### src/rtl/io_intr_responder.sv
// Memory-mapped I/O responder: scratch RAM, CTRL/LOAD/COUNT/STATUS registers, intr/int_ack handshake.
// Define IO_TIMER_EN to build the countdown timer (LOAD, COUNT, CTRL.TEN/ARL); otherwise only the software trigger raises PEND.
module io_intr_responder #(
    parameter int DEPTH  = 64,
    parameter int ADDR_W = 10
) (
    input  logic        clk,
    input  logic        reset,
    input  logic        io_cs,
    input  logic        io_wr,
    input  logic        io_rd,
    input  logic [31:0] addr,
    input  logic [31:0] din,
    input  logic        int_ack,
    output logic        intr,
    output logic [31:0] dout,
    output logic        dout_vld
);
    localparam int WA_W   = ADDR_W - 2;
    localparam int RAM_AW = $clog2(DEPTH);
    localparam logic [WA_W-1:0] RAM_END  = WA_W'(DEPTH);
    localparam logic [WA_W-1:0] CTRL_A   = WA_W'(32'h3F0 >> 2);
    localparam logic [WA_W-1:0] LOAD_A   = WA_W'(32'h3F4 >> 2);
    localparam logic [WA_W-1:0] COUNT_A  = WA_W'(32'h3F8 >> 2);
    localparam logic [WA_W-1:0] STATUS_A = WA_W'(32'h3FC >> 2);

    typedef enum logic [1:0] {IDLE, REQ, WAIT_REL} state_t;

    logic [WA_W-1:0] word;
    logic            wr_en, rd_en;
    logic            sel_ram, sel_ctrl, sel_load, sel_count, sel_status;
    logic [31:0]     ram [DEPTH];
    logic [31:0]     rd_data;
    logic            ctrl_ie, ctrl_ten, ctrl_arl;
    logic [31:0]     load_q, count_q;
    logic            timer_ev;
    logic            pend, miss, sw_wr, ack_clr;
    state_t          state, state_n;
    logic            unused_addr;

    assign word        = addr[ADDR_W-1:2];
    assign unused_addr = ^{addr[31:ADDR_W], addr[1:0]};
    assign wr_en       = io_cs & io_wr;
    assign rd_en       = io_cs & io_rd & ~io_wr;
    assign sel_ram     = (word < RAM_END);
    assign sel_ctrl    = (word == CTRL_A);
    assign sel_load    = (word == LOAD_A);
    assign sel_count   = (word == COUNT_A);
    assign sel_status  = (word == STATUS_A);
    assign sw_wr       = wr_en & sel_status;
    assign ack_clr     = (state == REQ) & int_ack;

    always_ff @(posedge clk) begin
        if (wr_en && sel_ram)
            ram[word[RAM_AW-1:0]] <= din;
    end

`ifdef IO_TIMER_EN
    logic ev_q;

    assign timer_ev = ctrl_ten && (count_q == 32'd1);

    // The cycle after an event either reloads COUNT or stops the timer; a CPU CTRL write on that edge wins.
    always_ff @(posedge clk) begin
        if (reset) begin
            ctrl_ten <= 1'b0;
            ctrl_arl <= 1'b0;
            load_q   <= '0;
            count_q  <= '0;
            ev_q     <= 1'b0;
        end else begin
            ev_q <= timer_ev;
            if (wr_en && sel_load)
                load_q <= din;
            if (wr_en && sel_ctrl && din[0] && !ctrl_ten)
                count_q <= load_q;
            else if (ev_q && ctrl_arl)
                count_q <= load_q;
            else if (ctrl_ten && count_q != 32'd0)
                count_q <= count_q - 32'd1;
            if (wr_en && sel_ctrl) begin
                ctrl_ten <= din[0];
                ctrl_arl <= din[1];
            end else if (ev_q && !ctrl_arl) begin
                ctrl_ten <= 1'b0;
            end
        end
    end
`else
    assign ctrl_ten = 1'b0;
    assign ctrl_arl = 1'b0;
    assign load_q   = '0;
    assign count_q  = '0;
    assign timer_ev = 1'b0;
`endif

    always_ff @(posedge clk) begin
        if (reset)
            ctrl_ie <= 1'b0;
        else if (wr_en && sel_ctrl)
            ctrl_ie <= din[2];
    end

    // A timer event or software set always beats a clear (software or acknowledge) on the same edge.
    always_ff @(posedge clk) begin
        if (reset) begin
            pend <= 1'b0;
            miss <= 1'b0;
        end else begin
            pend <= timer_ev | (sw_wr & din[2]) | (pend & ~(sw_wr & din[0]) & ~ack_clr);
            miss <= (timer_ev & pend) | (miss & ~(sw_wr & din[1]));
        end
    end

    always_comb begin
        state_n = state;
        case (state)
            IDLE:     if (pend && ctrl_ie) state_n = REQ;
            REQ: begin
                if (int_ack)               state_n = WAIT_REL;
                else if (!ctrl_ie || !pend) state_n = IDLE;
            end
            WAIT_REL: if (!int_ack)        state_n = IDLE;
            default:                       state_n = IDLE;
        endcase
    end

    always_ff @(posedge clk) begin
        if (reset) begin
            state <= IDLE;
            intr  <= 1'b0;
        end else begin
            state <= state_n;
            intr  <= (state_n == REQ);
        end
    end

    always_comb begin
        rd_data = '0;
        if (sel_ram)         rd_data = ram[word[RAM_AW-1:0]];
        else if (sel_ctrl)   rd_data = {29'd0, ctrl_ie, ctrl_arl, ctrl_ten};
        else if (sel_load)   rd_data = load_q;
        else if (sel_count)  rd_data = count_q;
        else if (sel_status) rd_data = {30'd0, miss, pend};
    end

    always_ff @(posedge clk) begin
        if (reset) begin
            dout     <= '0;
            dout_vld <= 1'b0;
        end else begin
            dout_vld <= rd_en;
            if (rd_en)
                dout <= rd_data;
        end
    end
endmodule

### config.mk
export PLATFORM = sky130hd
export DESIGN_NAME = io_intr_responder
export DESIGN_NICKNAME = d
export VERILOG_FILES = /design/src/rtl/io_intr_responder.sv
export SDC_FILE = /design/constraint.sdc
export NUM_CORES = 2
export LEC_CHECK = 0
export BUFFER_PORTS_ARGS = -buffer_cell sky130_fd_sc_hd__buf_2
export CAP_MARGIN = 30
export CORE_MARGIN = 4
export CORE_UTILIZATION = 50
export DETAILED_ROUTE_END_ITERATION = 10
export PLACE_DENSITY_LB_ADDON = 0.3
export SETUP_SLACK_MARGIN = 0.05
export SLEW_MARGIN = 15
export SYNTH_ARGS = -nofsm -noshare
export SYNTH_HDL_FRONTEND = slang
export SYNTH_SLANG_ARGS = --single-unit
### constraint.sdc
create_clock -name clk -period 3.9 [get_ports clk]
set_clock_uncertainty 0.05 [all_clocks]
set_input_delay 0.39 -clock clk [delete_from_list [all_inputs] [get_ports clk]]
set_output_delay 0.39 -clock clk [all_outputs]
set_load 0.02 [all_outputs]
==> results by group <==
Timing
  – Final Setup Violations: 0
  – Fmax: 324.7 MHz
  – Min Tclk post-route: 3.080 ns
  – Setup_tns: 0 ns
  – Period Utilization, post-route: 78.97%
  – Slew headroom: approximately 28%
  – Hold WS: 0.06598 ns
  – Slew Limit Fails: 0
  – Worst-Margin Slew: between 1 and 1.5 ns
  – RSZ-0062 raised after global routing: no
  – Final Hold Vio Count: 0

Power and ir drop
  – Register share of total power: 54.6%
  – Net Sw Frac: 21.15%
  – Psw: 9.547 mW
  – Internal power: 35.59 mW
  – Clock share of power: a little over 40%
  – Pleak: between 20 and 30 nW
  – PwrDens: 495.7 nW/um2
  – Combinational fraction of design power: 4.8%
  – Max rail drop VDD: 0.0004747 V

Yosys
  – Cell Area, Synth: 79210 um2
  – Synth top area cells: edfxtp_1 (78%), mux4_2 (7.3%), mux2i_1 (3.5%), mux2_2 (1.4%), o22ai_1 (1.2%)
  – Register bit count reported by yosys: 2087
  – Top-count cell post-synth: edfxtp_1
  – Syn Nets: 4008
  – Post-synth EDFFs: 2048
  – Post-synth top cells: edfxtp_1 (2048), mux2i_1 (275), mux4_2 (256), o22ai_1 (146), nand2_1 (122)
  – Post-synthesis sequential area ratio: between 70 and 80%
  – Top_reg_cell synth: edfxtp_1
  – Ys Warns: 0
  – Post-Synthesis Cells: between 3000 and 4000
  – Async S/R FF share, synth: 0%
  – Yosys top cell area share: 77.64%
  – Distinct cells, synth: 42
  – Cell accounting for the most synthesized area: edfxtp_1
  – Synth Area per Inst: between 20 and 25 um2

Route
  – Via count: 41630
  – Antenna Violating Nets Remaining: 0
  – Final WL: between 200000 and 250000 um
  – Drt initial violations: 5456
  – Drt wl/cell: 31.79 um
  – First-pass DRT Iterations: 5
  – Vias/cell: ~6.4
  – # DRC: 0

Floorplan
  – Top Ports: 104
  – Std cell rows: 145
  – CORE AREA: 156800 um2
  – Initial Util: 50.53%
  – Die Wd: 406.0 um
  – Vert. Die Dim: between 400 and 500 um
  – Die ar.: 164900 um2

Cells and area
  – Layout cells sized above 1: around 24%
  – Layout overhead on the synthesized area: 14.96%
  – Design area: 91070 um2
  – # fillers: 11410
  – Nets@finish: 4345

CTS
  – H-tree depth: 4
  – Cts hold-fix bufs: 28
  – Resize count post-CTS: 0
  – Max Root-Sink Buffers: 3
  – CTS Buf Count: 200
  – Sink Count: 2087
  – Worst skew pair latency: 0.82 ns
  – Clock-pin slew on the worst setup and hold paths: 0.06 ns
  – Clock Root Buffer: clkbuf_16
  – CTS tree: yes
  – Post-CTS setup buffers: 0

Placed design
  – Final GP Congestion: 0.8321
  – Port bufs: approximately 80
  – Area after DPL: 84590 um2
  – Post-DP HPWL: roughly 120000 um

GRT
  – First-pass GRT wire length: 295700 um
  – Pin count of the biggest net entering global routing: 88
  – Initial antenna violation count: 8
  – Vias in the first global route: 40760
  – GRT Total Usage: 25.10%
  – Total global routing overflow: 0

Setup path
  – WS Path Type: input port to flop
  – Setup crit end kind: flop
  – Worst R2R Setup Slack: 1.07 ns
  – CP Max Fanout: 38
  – Crit start category: input port
  – Data arrival, critical path: between 3 and 4 ns
  – Worst Path Required: 4.54 ns

Hold path
  – Worst Hold Class: input port to flop

Job
  – Max-cap viol count: 0

Outcome
  – Status: finished clean
cell families after synthesis:
group                  synth area share (%)
flip-flops                            78.62
AO/OA/AOI/OAI                         5.674
multiplexers                          12.57
AND/OR/NAND/NOR                       1.538
buffers and inverters                 1.581
XOR/XNOR                            0.01106
layout by cell type (no fill, tap or decap), types with 11 or more instances in the layout:
master and count:
o221ai_1 53, nor3_1 12, clkinv_2 33, buf_2 76, a221oi_1 35, mux2_2 100, a21oi_1 76, nand2_1 119
clkbuf_16 205, clkinv_1 51, nor2_1 11, dlygate4sd3_1 30, o21ai_1 26, clkbuf_1 56, nor2_4 66, o21ai_0 110
buf_12 79, o22ai_1 146, mux4_2 256, edfxtp_1 2048, mux2i_1 275, dfxtp_1 39, o22a_1 65, buf_4 181
mux4_1 12, o221a_2 19, nor4_1 26, a22oi_1 119, inv_1 34
path summary, 6_finish.rpt:
check	from	end	depth (start not counted)
hold reg to reg	dout[14]	dout[14]	2
setup reg to reg	ram[16][13]	dout[13]	7
hold / removal	din[18]	ram[47][18]	1
setup / recovery	addr[2]	dout[13]	9
worst max-delay path, stage by stage:
cell	delay, ns
buf_8	0.42
nand2_4	0.38
buf_4	0.35
o221a_2	0.30
o221ai_1	0.37
nand4_1	0.39
nor3_1	0.67
buf_4	0.28
o21ai_0	0.09
final cells by class:
class | count | area, um2 | share of cell area, %
well taps | 2058 | 2575 | 2.828
inverters | 35 | 132.6 | 0.1456
repair buffers | 369 | 3679 | 4.039
multi-input cells | 1582 | 16260 | 17.86
diodes | 5 | 12.51 | 0.01374
clock inverters | 104 | 742.0 | 0.8148
flip-flops and latches | 2087 | 62280 | 68.39
clock buffers | 264 | 5381 | 5.909
power by group through the flow:
stage               Clock (mW)  Combinational (mW)  Sequential (mW)
floorplan                    0                1.03             25.1
global placement             0                2.06             25.1
detailed placement           0                2.14             25.1
CTS                       18.5                2.17             24.6
global route              19.5                2.29             24.6
finish                    18.3                2.18             24.6
metal layers:
layer	part of all wire (%)	track usage, %	up-vias
li1	-	-	17070
met1	40	36.58	21780
met2	46	38.05	2395
met3	10	5.455	375
met4	3.4	8.462	4
met5	0.013	0	-
flip-flops by register name, indices dropped and copies added (netlist names):
signal	count
ram	2048
state	2
miss	1
intr	1
dout_vld	1
dout	32
pend	1
ctrl_ie	1
stage by stage:
stage | utilization, % | setup WS [ns] | total power [mW] | instances
4_1_cts | 58.05 | 0.8919 | 45.33 | 6495
2_1_floorplan | - | 0.4859 | 26.17 | 3938
3_3_place_gp | 53.74 | 0.04637 | 27.19 | 6082
6_report | 58.10 | 0.8203 | 45.14 | 6504
5_1_grt | 58.09 | 0.8226 | 46.41 | 6500
3_5_place_dp | 53.96 | 0.05026 | 27.26 | 6099
No activity file was read; power rests on OpenSTA's default activity.
